--- config.mk ---
export PLATFORM = sky130hd
export DESIGN_NAME = sig_gen_sweep_ctrl
export DESIGN_NICKNAME = d
export VERILOG_FILES = /design/src/rtl/sig_gen_sweep_pkg.sv /design/src/rtl/sweep_bin_counter.sv /design/src/rtl/sig_gen_sweep_ctrl.sv
export SDC_FILE = /design/constraint.sdc
export NUM_CORES = 1
export LEC_CHECK = 0
export ABC_AREA = 1
export ABC_CLOCK_PERIOD_IN_PS = 1700
export BUFFER_PORTS_ARGS = -buffer_cell sky130_fd_sc_hd__buf_2
export CAP_MARGIN = 20
export CELL_PAD_IN_SITES_DETAIL_PLACEMENT = 2
export CELL_PAD_IN_SITES_GLOBAL_PLACEMENT = 2
export CORE_ASPECT_RATIO = 1.2
export CORE_MARGIN = 8
export CORE_UTILIZATION = 27
export CTS_CLUSTER_SIZE = 28
export DETAILED_ROUTE_END_ITERATION = 7
export HOLD_SLACK_MARGIN = 0.06
export PLACE_DENSITY_LB_ADDON = 0.05
export SLEW_MARGIN = 5
export SYNTH_ARGS = -nofsm -noshare
export SYNTH_HDL_FRONTEND = slang
export SYNTH_SLANG_ARGS = --single-unit
--- constraint.sdc ---
create_clock -name clk -period 1.7 [get_ports clk]
set_input_delay 0.34 -clock clk [delete_from_list [all_inputs] [get_ports clk]]
set_output_delay 0.34 -clock clk [all_outputs]
set_load 0.02 [all_outputs]
--- src/rtl/sig_gen_sweep_pkg.sv ---
// Shared state encoding and default widths for the sig_gen Doppler sweep controller.
package sig_gen_sweep_pkg;

  localparam int unsigned DEF_PHASE_BITS     = 32;
  localparam int unsigned DEF_N_BITS         = 16;
  localparam int unsigned DEF_BIN_BITS       = 10;
  localparam int unsigned DEF_SAMPLE_BITS    = 16;
  localparam int unsigned DEF_SETTLE_SAMPLES = 4;

  typedef enum logic [2:0] {
    ST_IDLE   = 3'd0,
    ST_LOAD   = 3'd1,
    ST_SETTLE = 3'd2,
    ST_RUN    = 3'd3,
    ST_DONE   = 3'd4
  } sweep_state_e;

endpackage

--- src/rtl/sweep_bin_counter.sv ---
// Bin index, freq_step accumulator and last-bin compare for one sweep.
module sweep_bin_counter
  import sig_gen_sweep_pkg::*;
#(
  parameter int unsigned PHASE_BITS = DEF_PHASE_BITS,
  parameter int unsigned BIN_BITS   = DEF_BIN_BITS
) (
  input  logic                  clk,
  input  logic                  reset,
  input  logic                  load,
  input  logic                  advance,
  input  logic [PHASE_BITS-1:0] cfg_freq_start,
  input  logic [PHASE_BITS-1:0] cfg_freq_incr,
  input  logic [BIN_BITS-1:0]   cfg_num_bins,
  output logic [PHASE_BITS-1:0] freq_step,
  output logic [BIN_BITS-1:0]   bin,
  output logic                  last_bin
);

  logic [BIN_BITS-1:0]   bin_q, bin_d;
  logic [BIN_BITS-1:0]   last_idx_q, last_idx_d;
  logic [PHASE_BITS-1:0] freq_q, freq_d;
  logic [PHASE_BITS-1:0] incr_q, incr_d;

  // Latch the sweep on load; step bin and phase increment on advance (wraps modulo 2^PHASE_BITS).
  always_comb begin
    bin_d      = bin_q;
    last_idx_d = last_idx_q;
    freq_d     = freq_q;
    incr_d     = incr_q;
    if (load) begin
      bin_d      = '0;
      last_idx_d = cfg_num_bins - BIN_BITS'(1);
      freq_d     = cfg_freq_start;
      incr_d     = cfg_freq_incr;
    end else if (advance) begin
      bin_d  = bin_q + BIN_BITS'(1);
      freq_d = freq_q + incr_q;
    end else begin
      bin_d  = bin_q;
      freq_d = freq_q;
    end
  end

  // Register stage for the sweep bookkeeping.
  always_ff @(posedge clk) begin
    if (reset) begin
      bin_q      <= '0;
      last_idx_q <= '0;
      freq_q     <= '0;
      incr_q     <= '0;
    end else begin
      bin_q      <= bin_d;
      last_idx_q <= last_idx_d;
      freq_q     <= freq_d;
      incr_q     <= incr_d;
    end
  end

  assign freq_step = freq_q;
  assign bin       = bin_q;
  assign last_bin  = (bin_q == last_idx_q);

endmodule

--- src/rtl/sig_gen_sweep_ctrl.sv ---
// Steps sig_gen through a sweep of Doppler bins: retune, drop settling samples,
// then forward samples_per_bin tagged cosine/sine samples per bin.
module sig_gen_sweep_ctrl
  import sig_gen_sweep_pkg::*;
#(
  parameter int unsigned PHASE_BITS     = DEF_PHASE_BITS,
  parameter int unsigned N_BITS         = DEF_N_BITS,
  parameter int unsigned BIN_BITS       = DEF_BIN_BITS,
  parameter int unsigned SAMPLE_BITS    = DEF_SAMPLE_BITS,
  parameter int unsigned SETTLE_SAMPLES = DEF_SETTLE_SAMPLES
) (
  input  logic                   clk,
  input  logic                   reset,
  input  logic                   start,
  input  logic                   abort,
  input  logic [PHASE_BITS-1:0]  cfg_freq_start,
  input  logic [PHASE_BITS-1:0]  cfg_freq_incr,
  input  logic [BIN_BITS-1:0]    cfg_num_bins,
  input  logic [SAMPLE_BITS-1:0] cfg_samples_per_bin,
  output logic [PHASE_BITS-1:0]  freq_step,
  output logic                   m_axis_freq_step_tvalid,
  input  logic                   m_axis_freq_step_tready,
  input  logic                   s_axis_data_tvalid,
  output logic                   m_axis_data_tready,
  output logic                   out_tvalid,
  input  logic                   out_tready,
  output logic [BIN_BITS-1:0]    out_bin,
  output logic                   out_last,
  output logic                   busy,
  output logic                   bin_done,
  output logic                   sweep_done,
  output logic                   cfg_err
);

  localparam logic [SAMPLE_BITS-1:0] SETTLE_LAST = SAMPLE_BITS'(SETTLE_SAMPLES - 1);
  localparam bit                     HAS_SETTLE  = (SETTLE_SAMPLES != 0);

  // Samples themselves bypass this block; N_BITS only documents sig_gen's width.
  if (N_BITS == 0) begin : g_zero_width_samples
  end

  sweep_state_e           state_q, state_d;
  logic [SAMPLE_BITS-1:0] count_q, count_d;
  logic [SAMPLE_BITS-1:0] spb_last_q, spb_last_d;
  logic                   bin_done_q, bin_done_d;
  logic                   cfg_err_q, cfg_err_d;
  logic                   load_s, advance_s, last_bin_s, taken_s, cfg_ok_s;

  sweep_bin_counter #(
    .PHASE_BITS (PHASE_BITS),
    .BIN_BITS   (BIN_BITS)
  ) u_bin_counter (
    .clk            (clk),
    .reset          (reset),
    .load           (load_s),
    .advance        (advance_s),
    .cfg_freq_start (cfg_freq_start),
    .cfg_freq_incr  (cfg_freq_incr),
    .cfg_num_bins   (cfg_num_bins),
    .freq_step      (freq_step),
    .bin            (out_bin),
    .last_bin       (last_bin_s)
  );

  assign m_axis_data_tready      = (state_q == ST_SETTLE) | ((state_q == ST_RUN) & out_tready);
  assign out_tvalid              = (state_q == ST_RUN) & s_axis_data_tvalid;
  assign out_last                = (state_q == ST_RUN) & (count_q == spb_last_q);
  assign m_axis_freq_step_tvalid = (state_q == ST_LOAD);
  assign busy                    = (state_q != ST_IDLE);
  assign sweep_done              = (state_q == ST_DONE);
  assign bin_done                = bin_done_q;
  assign cfg_err                 = cfg_err_q;

  assign taken_s  = s_axis_data_tvalid & m_axis_data_tready;
  assign cfg_ok_s = (cfg_num_bins != '0) && (cfg_samples_per_bin != '0);

  // Next-state, counter and pulse logic; abort outranks start and bin completion.
  always_comb begin
    state_d    = state_q;
    count_d    = count_q;
    spb_last_d = spb_last_q;
    bin_done_d = 1'b0;
    cfg_err_d  = 1'b0;
    load_s     = 1'b0;
    advance_s  = 1'b0;
    if (abort && (state_q != ST_IDLE)) begin
      state_d = ST_IDLE;
      count_d = '0;
    end else begin
      case (state_q)
        ST_IDLE: begin
          if (start && !abort) begin
            if (cfg_ok_s) begin
              load_s     = 1'b1;
              spb_last_d = cfg_samples_per_bin - SAMPLE_BITS'(1);
              count_d    = '0;
              state_d    = ST_LOAD;
            end else begin
              cfg_err_d = 1'b1;
            end
          end else begin
            state_d = ST_IDLE;
          end
        end
        ST_LOAD: begin
          if (m_axis_freq_step_tready) begin
            count_d = '0;
            state_d = HAS_SETTLE ? ST_SETTLE : ST_RUN;
          end else begin
            state_d = ST_LOAD;
          end
        end
        ST_SETTLE: begin
          if (taken_s && (count_q == SETTLE_LAST)) begin
            count_d = '0;
            state_d = ST_RUN;
          end else if (taken_s) begin
            count_d = count_q + SAMPLE_BITS'(1);
          end else begin
            count_d = count_q;
          end
        end
        ST_RUN: begin
          if (taken_s && (count_q == spb_last_q)) begin
            count_d    = '0;
            bin_done_d = 1'b1;
            if (last_bin_s) begin
              state_d = ST_DONE;
            end else begin
              advance_s = 1'b1;
              state_d   = ST_LOAD;
            end
          end else if (taken_s) begin
            count_d = count_q + SAMPLE_BITS'(1);
          end else begin
            count_d = count_q;
          end
        end
        ST_DONE: state_d = ST_IDLE;
        default: state_d = ST_IDLE;
      endcase
    end
  end

  // State, counter and pulse registers.
  always_ff @(posedge clk) begin
    if (reset) begin
      state_q    <= ST_IDLE;
      count_q    <= '0;
      spb_last_q <= '0;
      bin_done_q <= 1'b0;
      cfg_err_q  <= 1'b0;
    end else begin
      state_q    <= state_d;
      count_q    <= count_d;
      spb_last_q <= spb_last_d;
      bin_done_q <= bin_done_d;
      cfg_err_q  <= cfg_err_d;
    end
  end

endmodule
# After elaboration in Yosys (flattened, before gate mapping)
# Index checks and enable logic that the tools add are counted.
# Widths: inputs -> output; s select.
dict set report totals {
  output_inout_bits 50
  regBits 121
  input_bits 97
  elab_cells 81
}
dict set report op_classes {
  reduce_logical 19
  mux 26
  bitwise_logic 9
  n_eq_ne 13
  addsub 5
}
# cell count
set op_table {}
lappend op_table {{$mux 16} 6}
lappend op_table {{$mux 32} 2}
lappend op_table {{$pmux 16 s4} 1}
lappend op_table {{$add 32x32->32} 1}
lappend op_table {{$add 16x1->16 const B} 1}
lappend op_table {{$eq 16x16->1} 1}
lappend op_table {{$eq 16x2->1 const B} 1}
lappend op_table {{$reduce_bool 16->1} 1}
lappend op_table {{$sub 16x1->16 const B} 1}
lappend op_table {{$mux 3} 5}
lappend op_table {{$pmux 3 s4} 1}
lappend op_table {{$add 10x1->10 const B} 1}
lappend op_table {{$eq 10x10->1} 1}
lappend op_table {{$mux 1} 10}
lappend op_table {{$reduce_bool 10->1} 1}
lappend op_table {{$sub 10x1->10 const B} 1}
lappend op_table {{$reduce_and 4->1} 2}
lappend op_table {{$eq 3x2->1 const B} 2}
lappend op_table {{$ne 2x1->1 const B} 3}
lappend op_table {{$logic_and 1x1->1} 5}
lappend op_table {{$and 1x1->1} 4}
lappend op_table {{$ne 2x2->1 const B} 2}
lappend op_table {{$not 1->1} 4}
lappend op_table {{$reduce_bool 4->1} 1}
lappend op_table {{13 further kinds} 14}

# Logic depth before layout (Yosys ltp)
# Gate-level depths: netlist (run 1).
dict set report logic_depth {
  word_depth 10
  mapped_depth 16
  ltp_nobuf 15
}

# Modules after synthesis
# A second synthesis (run 1) with hierarchy kept.
dict set report unflattened {
  hier_cells 1348
  hier_area_um2 8234.1
}
# module area_per_inst_um2 seq_area_each_um2 cells_per_inst n_inst
set by_module_without_submodules {}
lappend by_module_without_submodules {sweep_bin_counter 5683.0 1681.6 929 1}
lappend by_module_without_submodules {sig_gen_sweep_ctrl 2551.2 740.7 419 1}

# Least setup slack after synthesis (run 1)
# Ideal clock, no wire load.
dict set report synth_timing {
  path_kind {register -> register}
  startpoint {register u_bin_counter.freq_q[0], in the netlist u_bin_counter.freq_step[0]}
  endpoint {register u_bin_counter.freq_q[20], in the netlist u_bin_counter.freq_step[20]}
  path_buffers 0
  required_time_ns 1.630
  arrival_ns 1.873
  synth_period_minus_slack_ns 1.944
  stages_incl_launch_ff 14
  slack_ns -0.244
  setup_time_ns 0.070
  cell_sequence {dfxtp_1 -> ha_1 -> fa_1 -> nand3_1 -> nand3_1 -> nand3_1 -> nand3b_1 -> nand2_1 -> nand2_1 -> nand2_1 -> nand3_1 -> nand2_1 -> nand2_1 -> a21oi_1}
}
dict set report synth_via {
  elab_chain_cells 3
}
# element line
set synth_lines {}
lappend synth_lines {{from (decl)} sweep_bin_counter.sv:22} ;# logic [PHASE_BITS-1:0] freq_q, freq_d;
lappend synth_lines {{from (signal assigned)} sweep_bin_counter.sv:55} ;# freq_q <= freq_d;
lappend synth_lines {{$add 32x32->32} sweep_bin_counter.sv:38} ;# freq_d = freq_q + incr_q;
lappend synth_lines {{$mux 32} sweep_bin_counter.sv:36} ;# end else if (advance) begin
lappend synth_lines {{$mux 32} sweep_bin_counter.sv:31} ;# if (load) begin
# Every way passes these cells. The select of a mux whose other input is x is not followed.
# A chain may end at the register's enable or synchronous reset.

# Final worst setup path (run 1)
dict set report layout_timing {
  startpoint {register spb_last_q[4]}
  endpoint {output out_last}
}
dict set report layout_via {
  elab_chain_cells 2
}
# element line
set layout_lines {}
lappend layout_lines {{from (decl)} sig_gen_sweep_ctrl.sv:44} ;# logic [SAMPLE_BITS-1:0] spb_last_q, spb_last_d;
lappend layout_lines {{from (signal assigned)} sig_gen_sweep_ctrl.sv:156} ;# spb_last_q <= spb_last_d;
lappend layout_lines {{$eq 16x16->1} sig_gen_sweep_ctrl.sv:67} ;# assign out_last = (state_q == ST_RUN) & (count_q == spb_last_q);
lappend layout_lines {{$and 1x1->1} sig_gen_sweep_ctrl.sv:67}
lappend layout_lines {{to (decl)} sig_gen_sweep_ctrl.sv:28} ;# output logic out_last,
# Every way passes these cells.

==> results.toml, run 1 <==
[status]
run_status = "complete, but fails checks"
violations = "setup timing"

[floorplan]
coreArea_um2 = 31400
ioPinCount = 147
die-height_um = 212
die-area_um2 = 38000
die_w_um = 179
fp_rows = 71
starting_density_of_the_core_pct = 27.4

[pwr]
power-per-cell-area_nw_per_um2 = 957
leakage_uw = 0.00719
vdd_drop_max_mv = 0.586

[worst_setup_path]
cp_max_fo = 2
worst-setup-path-type = "register to output port"
setup.worst_path.end_class = "output port"
crit_path_start_kind = "register"
worst-endpoint-arrival_ns = 1.87
worst-endpoint-required_ns = 1.36

[layout]
post_route_cells_drive_above_1_share_pct = 44.2
finalCoreUtilization_pct = 46.3
area.growth.synth_to_final_pct = 68.7
final_nets = 1997

[synthesis]
syn-mean-instance-area_um2 = 5.99
area_share_of_xor_xnor_cells_in_the_synthesized_design_pct = 5.28
synthesis.nets = 1576
yosys-mux-area-fraction_pct = 0
synth-edff-count = 0
synthArstFlopShare_pct = 0
synth_ff_type = "dfxtp_1"
synth_top_family_by_area = "simple AND/OR/NAND/NOR gates"
synth_sequential_area_ratio_pct = 28.1
post_synthesis_instance_area_um2 = 8630
netlist_top_cells_count = "nand2_1 (491), inv_1 (211), nor2_1 (132)"
synth_compound_area_share_pct = 10.9
post_synth_fa_ha_maj_area_fraction_pct = 5.60
yosysMostFrequentCell = "nand2_1"
yosys.cell_types.count = 36
synthesis.yosys.warnings = 0
synth_top_area_share_pct = 28.1
synth-simple-area-share_pct = 38.1
synth.top_cells.by_area = "dfxtp_1 (28%), nand2_1 (21%), inv_1 (9.2%)"
synthCells = 1441
synth_top_cell_by_area = "dfxtp_1"
synth-seq-cells = 121

[sta]
setup_slack_ns = -0.508
fmaxAchievable_mhz = 453
setup-violations-final = 115
layout_min_cycle_time_ns = 2.21
fin_crit_sh_pct = 130
maxSlewViolCount = 0
grt_setup_unrepaired = "yes"
worst_slew_pin_slew_ns = 0.519
slew_headroom_pct = 65.0
finClkSkew_ns = 0.0101
timing.final.hold_violations = 0
final.setup.tns_ns = -25.11

[cts]
clock_path_buffers = 2
clkSinkCount = 121
master_cell_of_the_clock_root_buffer = "clkbuf_16"
clock_latency_ns = 0.46
path_clk_slew_ns = 0.07
postCtsHoldBufs = 0
tritoncts = "built"
ctsHtreeMaxLevel = 4
cts-buffers-inserted = 17

[run]
drv_cap = 0

[placement]
io_buffers = 146
replace_congestion = 0.853
hpwl_um = 32600
place_ws_ns = -0.496

[global_routing]
grtUsageTotal_pct = 24.3
grt_start_max_net_pins = 33
gr-total-overflow = 0
antenna_found_initial = 4
via_count_of_the_first_global_routing_pass = 12700
grt_first_pass_wirelength_um = 70700

[routing]
drt_iter0_markers = 500
final_antenna_net_count = 0
detail_route.drc_violations = 0
detail_route.wirelength_um = 57800
routed-via-count = 11800
wl_per_cell_um = 25.4
detail_route.vias_per_cell = 5.19
first_pass_detailed_route_iteration_total = 4

[hold_path]
min-delay-path-class = "input pin to register"
## critical path, cell delays in order (launching register included)
cell,delay [ns]
dfxtp_1,0.38
inv_1,0.08
nand2_1,0.09
nand2_1,0.07
nor2_1,0.12
nand2_1,0.11
nor2_4,0.10
nand2_2,0.07
buf_6,0.12
nor2_4,0.12
buf_6,0.13
## final cells by class
class	count	area, um2
clock buffers	20	468
inverters	216	845
flip-flops and latches	121	2510
repair buffers	443	3420
well taps	401	502
fillers	3635	16900
multi-input cells	1063	6680
clock inverters	12	115
diodes	2	5.00
## final timing paths
check	startpoint	to	slack [ns]	cells past startpoint
max	spb_last_q[4]	out_last	-0.51	10
min	cfg_freq_incr[24]	u_bin_counter.incr_q[24]	0.12	3
max reg2reg	u_bin_counter.incr_q[14]	u_bin_counter.freq_step[26]	-0.51	12
min reg2reg	u_bin_counter.incr_q[29]	u_bin_counter.incr_q[29]	0.48	2
## placed cells by master, fill, tap and decap left out, types with 25 or more instances in the layout
cell	count
nand2_1	400
buf_4	244
inv_1	198
buf_2	140
nor2_1	86
nand2_2	74
a21oi_1	63
dfxtp_1	63
nand3_1	51
dfxtp_2	50
o21ai_0	45
a21oi_2	42
xor2_1	36
buf_6	32
ha_4	27
nor2_2	25
## stage by stage
step	power, uW	std cells	hold slack (ns)	instance area, um2
after detailed placement	7720	2198	0.471	11700
final	13900	2278	0.124	14600
after global placement	7560	2198	0.458	11700
after CTS	12700	2250	0.127	13800
after global routing	14300	2278	0.136	14600
after floorplan	5620	1441	0.430	8750
## per-layer routing
metal | track usage [%] | wire (um) | vias up
met4 | 8.54 | 2970 | 4
met1 | 24.9 | 21400 | 5926
met2 | 48.0 | 31500 | 353
met3 | 4.03 | 1980 | 182
li1 | - | - | 5361
met5 | 0 | 27 | -
## power breakdown
group / switching (uW) / internal (uW)
combinational: 3670 / 2780
sequential: 409 / 3200
clock: 1720 / 2150
## repair_timing
item,CTS,global route
setup buffers,16,27
cloned,4,3
hold endpoints to repair,0,0
pin swaps,64,44
resized for setup,291,181
setup endpoints to repair,83,94
## logic make-up (layout without fill, tap and decap cells)
family,after synthesis,after routing
other cells,0,2
simple gates,789,790
compound gates,183,183
buf+inv,258,691
xor+xnor,52,52
fa+ha+maj,38,38
flops,121,121
## state kept, by name (all words and copies together) (netlist names)
signal	flops
u_bin_counter.incr_q	32
u_bin_counter.last_idx_q	10
spb_last_q	16
u_bin_counter.freq_step	32
cfg_err	1
state_q	3
u_bin_counter.bin	10
count_q	16
bin_done	1
No activity file was read; power rests on OpenSTA's default activity.
==> run 2: changes to the inputs <==
--- a/config.mk
+++ b/config.mk
@@ -5,7 +5,6 @@
 export SDC_FILE = /design/constraint.sdc
 export NUM_CORES = 1
 export LEC_CHECK = 0
-export ABC_AREA = 1
 export ABC_CLOCK_PERIOD_IN_PS = 1700
 export BUFFER_PORTS_ARGS = -buffer_cell sky130_fd_sc_hd__buf_2
 export CAP_MARGIN = 20
@@ -13,11 +12,11 @@
 export CELL_PAD_IN_SITES_GLOBAL_PLACEMENT = 2
 export CORE_ASPECT_RATIO = 1.2
 export CORE_MARGIN = 8
-export CORE_UTILIZATION = 27
+export CORE_UTILIZATION = 29
 export CTS_CLUSTER_SIZE = 28
 export DETAILED_ROUTE_END_ITERATION = 7
 export HOLD_SLACK_MARGIN = 0.06
-export PLACE_DENSITY_LB_ADDON = 0.05
+export PLACE_DENSITY = 0.73
 export SLEW_MARGIN = 5
 export SYNTH_ARGS = -nofsm -noshare
 export SYNTH_HDL_FRONTEND = slang
==> run 2 against run 1 <==
The run now fails in global routing. Synthesized cell count shrank 38%. Synthesized area shrank 16%.
==> results.toml, run 2 <==
[cts]
ctsHtreeMaxLevel = 4
cts-buffers-inserted = 17
master_cell_of_the_clock_root_buffer = "clkbuf_16"
clock_path_buffers = 2
clkSinkCount = 121

[sta]
worst_endpoint_kind = "register data pin"
grt_worst_setup_endpoint = "u_bin_counter.freq_step[22]$_SDFFE_PP0P_/D"

[floorplan]
ioPinCount = 147
fp_rows = 63
die-height_um = 189
starting_density_of_the_core_pct = 29.5
die_w_um = 161

[synthesis]
yosys.cell_types.count = 67
synth_top_family_by_area = "simple AND/OR/NAND/NOR gates"
yosys-mux-area-fraction_pct = 1.51
synth_top_area_share_pct = 33.3
synth_sequential_area_ratio_pct = 33.3
synth-simple-area-share_pct = 22.8
syn-mean-instance-area_um2 = 8.14
synth-edff-count = 0
synth.top_cells.by_area = "dfxtp_1 (33%), ha_1 (6.4%), a21oi_1 (6.1%)"
area_share_of_xor_xnor_cells_in_the_synthesized_design_pct = 9.51
synth-seq-cells = 121
netlist_top_cells_count = "dfxtp_1 (121), nand2_1 (108), nor2_1 (108)"
synthCells = 894
synthesis.yosys.warnings = 0
synth_top_cell_by_area = "dfxtp_1"
synth_compound_area_share_pct = 22.3
post_synth_fa_ha_maj_area_fraction_pct = 6.64
post_synthesis_instance_area_um2 = 7270
synthesis.nets = 1029
synth_ff_type = "dfxtp_1"
yosysMostFrequentCell = "dfxtp_1"
synthArstFlopShare_pct = 0

[placement]
io_buffers = 146
replace_congestion = 0.853
hpwl_um = 24500

[status]
toolErrorMsg = "[ERROR DPL-0033] detailed placement checks failed during check placement."
run_status = "aborted with a tool error"
failed_stage = "global routing"

[global_routing]
antenna_found_initial = 5
grt_start_max_net_pins = 31
## run 2: cell types whose count changed after synthesis, sizes merged, moves of 16 or more
cell	delta
a21oi	-16
nor3	-16
xnor2	+27
o21ai	-31
inv	-199
nor2	-25
a211oi	+42
nand3	-69
nand2	-386
## run 2: through the flow
step | instances | hold slack (ns) | setup TNS [ns] | setup slack (ns) | area, um2
2_1_floorplan | 894 | 0.434 | -47.80 | -0.608 | 7990
3_3_place_gp | 1558 | 0.455 | -79.33 | -0.791 | 10600
3_5_place_dp | 1558 | 0.462 | -85.72 | -0.965 | 10600
4_1_cts | 1677 | 0.134 | -63.70 | -0.888 | 13400
## run 2: cells by family after synthesis
family                   after synthesis
AO/OA/AOI/OAI                        240
XOR/XNOR                              79
adder cells (fa/ha/maj)               38
buffers and inverters                 60
flip-flops                           121
multiplexers                          11
AND/OR/NAND/NOR                      345
## run 2: repair_timing
action | CTS
buffers inserted | 74
pin swaps | 113
resized for setup | 324
gates cloned | 15
endpoints found under the setup margin | 126
hold buffers | 0
==> run 3: changes to the inputs <==
==> config.mk (replaced) <==
export PLATFORM = sky130hd
export DESIGN_NAME = sig_gen_sweep_ctrl
export DESIGN_NICKNAME = d
export VERILOG_FILES = /design/src/rtl/sig_gen_sweep_pkg.sv /design/src/rtl/sweep_bin_counter.sv /design/src/rtl/sig_gen_sweep_ctrl.sv
export SDC_FILE = /design/constraint.sdc
export NUM_CORES = 1
export LEC_CHECK = 0
export ABC_CLOCK_PERIOD_IN_PS = 2200
export BUFFER_PORTS_ARGS = -buffer_cell sky130_fd_sc_hd__buf_2
export CAP_MARGIN = 20
export CORE_MARGIN = 8
export CORE_UTILIZATION = 40
export DETAILED_ROUTE_END_ITERATION = 7
export PLACE_DENSITY_LB_ADDON = 0.15
export SLEW_MARGIN = 5
export SYNTH_ARGS = -nofsm -noshare
export SYNTH_HDL_FRONTEND = slang
export SYNTH_SLANG_ARGS = --single-unit
==> constraint.sdc (replaced) <==
create_clock -name clk -period 2.2 [get_ports clk]
set_input_delay 0.44 -clock clk [delete_from_list [all_inputs] [get_ports clk]]
set_output_delay 0.44 -clock clk [all_outputs]
set_load 0.02 [all_outputs]
==> run 3 against run 2 <==
The flow now finishes, with violations (setup timing). Synthesized area did not move. Synthesized cell count is the same.
==> results.toml, run 3 <==
[synthesis]
syn-mean-instance-area_um2 = 8.14
post_synthesis_instance_area_um2 = 7270
synth_top_area_share_pct = 33.3
yosys.cell_types.count = 67
synthCells = 894
synth_top_cell_by_area = "dfxtp_1"
synth.top_cells.by_area = "dfxtp_1 (33%), ha_1 (6.4%), a21oi_1 (6.1%)"
netlist_top_cells_count = "dfxtp_1 (121), nand2_1 (108), nor2_1 (108)"
synth_ff_type = "dfxtp_1"
yosysMostFrequentCell = "dfxtp_1"
synthArstFlopShare_pct = 0
synth-seq-cells = 121
synthesis.nets = 1029
synthesis.yosys.warnings = 0
synth_sequential_area_ratio_pct = 33.3
synth-edff-count = 0

[hold_path]
min-delay-path-class = "input pin to register"
holdPathStages = 3
hold_path_end = "u_bin_counter.incr_q[0]"
hold_crit_start = "cfg_freq_incr[0]"

[status]
violations = "setup timing"
run_status = "complete, but fails checks"

[pwr]
clkPwrFrac_pct = 30.7
power-per-cell-area_nw_per_um2 = 830
power_switching_uw = 3370
pwr-share-comb_pct = 41.4
leakage_uw = 0.00496
netSwitchingFraction_pct = 34.3
power_frac_seq_pct = 27.9
cell_internal_pwr_uw = 6450
vdd_drop_max_mv = 0.634

[worst_setup_path]
regToRegEndpoint = "u_bin_counter.freq_step[28]"
worst-r2r-cell-count = 10
crit_buf_inv = 0
worst-endpoint-required_ns = 2.51
worst_path_max_delay_cell = "fa_2"
crit_path_start_kind = "register"
path_common_cell = "a211o_1"
worst-endpoint-arrival_ns = 2.81
setup.worst_path.end_class = "register"
cp_max_fo = 2
path_delay_family = "compound AO/OA/AOI/OAI gates"
r2r_setup_slack_ns = -0.30
critical_path.max_stage_delay_ns = 0.38
reg2reg_from = "u_bin_counter.freq_step[0]"
worst-setup-path-type = "register to register"
cell_chain_critical_path = "ha_4 > fa_2 > a21oi_2 > o22ai_2 > o21ai_2 > a211o_1 > o21a_1 > a31oi_1 > a211o_1 > a31o_2"

[layout]
mostFrequentLayoutCell = "buf_4"
final_nets = 1376
post_route_cells_drive_above_1_share_pct = 47.4
layoutNonFillerInstCount = 1483
insertedDiodeCount = 0
area.growth.synth_to_final_pct = 62.7
multiInputGateArea_um2 = 5520
filler_cell_count = 1497
seq_area_um2 = 2470
final_cell_mix = "buf_4 (176), buf_2 (144), nand2_1 (101)"

[floorplan]
die-height_um = 151
coreArea_um2 = 17900
die_w_um = 151
fp_rows = 49
starting_density_of_the_core_pct = 40.6
die-area_um2 = 22800
ioPinCount = 147

[sta]
fmaxAchievable_mhz = 400
timing.final.hold_violations = 0
setup-violations-final = 54
final.setup.tns_ns = -6.14
worst_slew_pin_slew_ns = 0.618
maxSlewViolCount = 0
layout_min_cycle_time_ns = 2.50
setup_slack_ns = -0.300
grt_setup_unrepaired = "yes"
fin_crit_sh_pct = 114
finClkSkew_ns = 0.00874
slew_headroom_pct = 57.7

[cts]
postCtsHoldBufs = 0
path_clk_slew_ns = 0.06
clkSinkCount = 121
clock_latency_ns = 0.42
tritoncts = "built"
cts-buffers-inserted = 17
clock_path_buffers = 2
ctsHtreeMaxLevel = 4
master_cell_of_the_clock_root_buffer = "clkbuf_16"

[global_routing]
grtUsageTotal_pct = 20.7
gr-total-overflow = 0
antenna_found_initial = 0
via_count_of_the_first_global_routing_pass = 7663
grt_first_pass_wirelength_um = 37600
grt_start_max_net_pins = 44

[routing]
routed-via-count = 7838
wl_per_cell_um = 16.7
detail_route.vias_per_cell = 5.29
detail_route.wirelength_um = 24700
final_antenna_net_count = 0
first_pass_detailed_route_iteration_total = 5
drt_iter0_markers = 257
detail_route.drc_violations = 0

[placement]
post-place-cells = 1397
replace_congestion = 0.842
hpwl_um = 17000
io_buffers = 146

[run]
drv_cap = 0
## run 3: cell counts after synthesis
Identical to the previous run, type by type.
## run 3: tightest hold or removal path, stage by stage
cell,delay (ns)
buf_2,0.09
nand2_1,0.04
a21oi_1,0.05
## run 3: metal layers
layer / up-vias / routed length (um) / track usage, %
li1: 3927 / - / -
met1: 3666 / 10900 / 25.6
met2: 207 / 11900 / 34.6
met3: 38 / 1430 / 5.32
met4: 0 / 471 / 6.09
met5: - / 0 / 0
## run 3: how the worst max path moves through the flow
stage	from	depth (start not counted)	endpoint	slack, ns
2_1_floorplan	cfg_samples_per_bin[12]	9	u_bin_counter.freq_step[28]	-0.13
6_report	u_bin_counter.freq_step[0]	10	u_bin_counter.freq_step[28]	-0.30
3_5_place_dp	u_bin_counter.incr_q[12]	9	u_bin_counter.freq_step[30]	-0.30
3_3_place_gp	u_bin_counter.incr_q[12]	9	u_bin_counter.freq_step[30]	-0.29
5_1_grt	u_bin_counter.freq_step[0]	11	u_bin_counter.freq_step[24]	-0.42
4_1_cts	u_bin_counter.freq_step[0]	10	u_bin_counter.freq_step[28]	-0.28
## run 3: kinds of logic (layout without fill, tap and decap cells)
kind of cell	after synthesis	after routing	share of synthesized area [%]
buffers and inverters	60	419	3.96
xor gates and xnor gates	79	79	9.51
and+or+nand+nor	345	346	22.8
adders and majority gates	38	38	6.64
AOI/OAI and AO/OA	240	240	22.3
muxes	11	11	1.51
DFF	121	121	33.3
## run 3: cell type report
| cell class | instances | share of cell area [%] |
|---|---|---|
| inverter | 16 | 0.507 |
| sequential | 121 | 20.9 |
| clock buffer | 18 | 3.71 |
| tap | 229 | 2.42 |
| timing repair buffer | 371 | 24.2 |
| multi-input combinational | 714 | 46.6 |
| clock inverter | 14 | 1.66 |
## run 3: power by group through the flow
| stage | registers (uW) | clock network [uW] | logic, uW |
|---|---|---|---|
| after global routing | 2780 | 3160 | 4390 |
| after global placement | 2760 | 0 | 3110 |
| after CTS | 2730 | 3070 | 3650 |
| final | 2740 | 3010 | 4070 |
| after detailed placement | 2770 | 0 | 3140 |
| after floorplan | 2840 | 0 | 1780 |
## run 3: timing repair
| item | CTS | global route |
|---|---|---|
| resized for setup | 108 | 107 |
| endpoints found under the setup margin | 58 | 62 |
| pin swaps | 73 | 84 |
| setup buffers | 37 | 21 |
| cloned | 5 | 0 |
## run 3: per-stage QoR
stage | hold WS (ns) | cell area [um2] | util [%] | setup slack, ns | total power (uW)
global route | 0.239 | 11800 | 66.1 | -0.415 | 10300
floorplan | 0.440 | 7560 | - | -0.133 | 4620
detailed placement | 0.454 | 9810 | 54.8 | -0.300 | 5900
global placement | 0.449 | 9810 | 54.8 | -0.293 | 5870
finish | 0.251 | 11800 | 66.1 | -0.300 | 9830
CTS | 0.232 | 11300 | 63.0 | -0.277 | 9450
==> run 4: changes to the inputs <==
--- a/config.mk
+++ b/config.mk
@@ -16,3 +16,4 @@
 export SYNTH_ARGS = -nofsm -noshare
 export SYNTH_HDL_FRONTEND = slang
 export SYNTH_SLANG_ARGS = --single-unit
+export TNS_END_PERCENT = 20
==> run 4 against run 3 <==
The flow still finishes with violations (setup timing). Non-clock buffer count decreased by 25. Fmax down 0.63%. Sequential power about the same. Global-route usage shrank 0.38 points. Worst hold slack better by 0.00090 ns. Largest cell class unchanged. Critical path depth decreased by 1. Largest power group unchanged. Register-to-register slack got worse by 0.02 ns. First-iteration DRC count rose by 4.3%. Cell count is 1.8% lower. Cell area down 5.5%. Sequential share of layout area grew 1.1 points.
==> results.toml, run 4 (synthesized netlist as in run 3, its figures left out) <==
[sta]
setup_slack_ns = -0.315
worst_slew_pin_slew_ns = 0.562
timing.final.hold_violations = 0
finClkSkew_ns = 0.00810
fin_crit_sh_pct = 114
maxSlewViolCount = 0
grt_setup_unrepaired = "yes"
layout_min_cycle_time_ns = 2.52
slew_headroom_pct = 62.5
fmaxAchievable_mhz = 398
setup-violations-final = 55

[placement]
io_buffers = 146
replace_congestion = 0.902
hpwl_um = 17000
dpl_cell_area_um2 = 9810

[cts]
clock_latency_ns = 0.42
postCtsHoldBufs = 0
clock_path_buffers = 2
master_cell_of_the_clock_root_buffer = "clkbuf_16"
clkSinkCount = 121
cts-buffers-inserted = 17
path_clk_slew_ns = 0.06
ctsHtreeMaxLevel = 4
tritoncts = "built"

[floorplan]
die_w_um = 151
fp_rows = 49
starting_density_of_the_core_pct = 40.6
coreArea_um2 = 17900
die-area_um2 = 22800
ioPinCount = 147
die-height_um = 151

[worst_setup_path]
setup.worst_path.end_class = "register"
path_common_cell = "a211o_1"
r2r_setup_slack_ns = -0.32
worst_path_max_delay_cell = "a311oi_2"
cp_max_fo = 2
worst-setup-path-type = "register to register"
critical_path.max_stage_delay_ns = 0.35
crit_buf_inv = 0
cell_chain_critical_path = "ha_1 > a211oi_2 > o21ai_0 > a311oi_2 > a211o_1 > o21a_1 > a31oi_1 > a211o_1 > a31o_2"
worst-endpoint-required_ns = 2.51
reg2reg_from = "u_bin_counter.freq_step[19]"
path_delay_family = "compound AO/OA/AOI/OAI gates"
worst-endpoint-arrival_ns = 2.83
crit_path_start_kind = "register"
worstSetupStartpoint = "u_bin_counter.freq_step[19]"

[layout]
insertedDiodeCount = 0
mostFrequentLayoutCell = "buf_4"
area.growth.synth_to_final_pct = 53.8
final_nets = 1350
post_route_cells_drive_above_1_share_pct = 42.3
final_area_um2 = 11200
final_cell_mix = "buf_4 (167), buf_2 (144), nand2_1 (103), nor2_1 (103), dfxtp_1 (95)"

[routing]
routed-via-count = 7547
detail_route.vias_per_cell = 5.18
final_antenna_net_count = 0
drt_iter0_markers = 268
detail_route.drc_violations = 0
first_pass_detailed_route_iteration_total = 5
detail_route.wirelength_um = 22700
wl_per_cell_um = 15.5

[global_routing]
gr-total-overflow = 0
grt_start_max_net_pins = 33
grt_first_pass_wirelength_um = 37000
antenna_found_initial = 0
grtUsageTotal_pct = 20.3
via_count_of_the_first_global_routing_pass = 7539

[status]
run_status = "complete, but fails checks"
violations = "setup timing"

[pwr]
vdd_drop_max_mv = 0.584
power-per-cell-area_nw_per_um2 = 831
design_power_total_uw = 9300
leakage_uw = 0.00477

[hold_path]
min-delay-path-class = "input pin to register"
hold_crit_start = "cfg_freq_start[20]"

[run]
drv_cap = 0
run 4: cell count changes in the layout (fill, tap and decap cells not counted), sizes merged:
cell      before  now
inv           17   16
clkinv         3    1
clkinvlp       6    1
clkbuf        18   27
buf          371  345
nand2b         6    5
run 4: final timing paths:
path                                       to  depth (start not counted)
hold reg to reg      u_bin_counter.incr_q[25]                          2
setup / recovery  u_bin_counter.freq_step[28]                          9
setup reg to reg  u_bin_counter.freq_step[28]                          9
hold / removal    u_bin_counter.freq_step[20]                          3
run 4: layout make-up:
cell class / count / area [um2]
clock buffers: 26 / 529
multi-input cells: 713 / 5220
clock inverters: 6 / 133
well taps: 229 / 287
fillers: 1547 / 6710
flip-flops and latches: 121 / 2460
repair buffers: 346 / 2500
inverters: 16 / 60.1
run 4: layer usage:
layer | part of all wire, % | global-route usage (%)
met4 | 1.8 | 6.78
met5 | 0 | 0
met3 | 5.3 | 4.72
met2 | 46 | 33.4
met1 | 46 | 25.6
run 4: where the power goes:
part	total (uW)	switching, uW	internal (uW)
combinational	3450	1800	1660
sequential	2730	237	2490
clock	3110	1010	2110
run 4: worst reg2reg max path, stage by stage (launching register included):
cell and delay, ns:
dfxtp_2 0.32, ha_1 0.31, a211oi_2 0.25, o21ai_0 0.15, a311oi_2 0.35, a211o_1 0.25
o21a_1 0.15, a31oi_1 0.11, a211o_1 0.29, a31o_2 0.24
run 4: per-stage QoR:
| stage | worst slack (ns) | hold slack (ns) | instances | utilization [%] | TNS [ns] |
|---|---|---|---|---|---|
| 3_5_place_dp | -0.383 | 0.454 | 1398 | 54.8 | -26.79 |
| 5_1_grt | -0.453 | 0.232 | 1457 | 62.5 | -15.51 |
| 6_report | -0.315 | 0.252 | 1457 | 62.5 | -7.05 |
| 4_1_cts | -0.314 | 0.227 | 1451 | 61.2 | -5.08 |
| 2_1_floorplan | -0.133 | 0.440 | 894 | - | -1.61 |
| 3_3_place_gp | -0.384 | 0.449 | 1398 | 54.8 | -22.74 |
run 4: what timing repair did:
| item | 4_1_cts | 5_1_grt |
|---|---|---|
| buffers inserted | 22 | 6 |
| setup endpoints to repair | 61 | 62 |
| pin swaps | 50 | 21 |
| resized for setup | 85 | 39 |
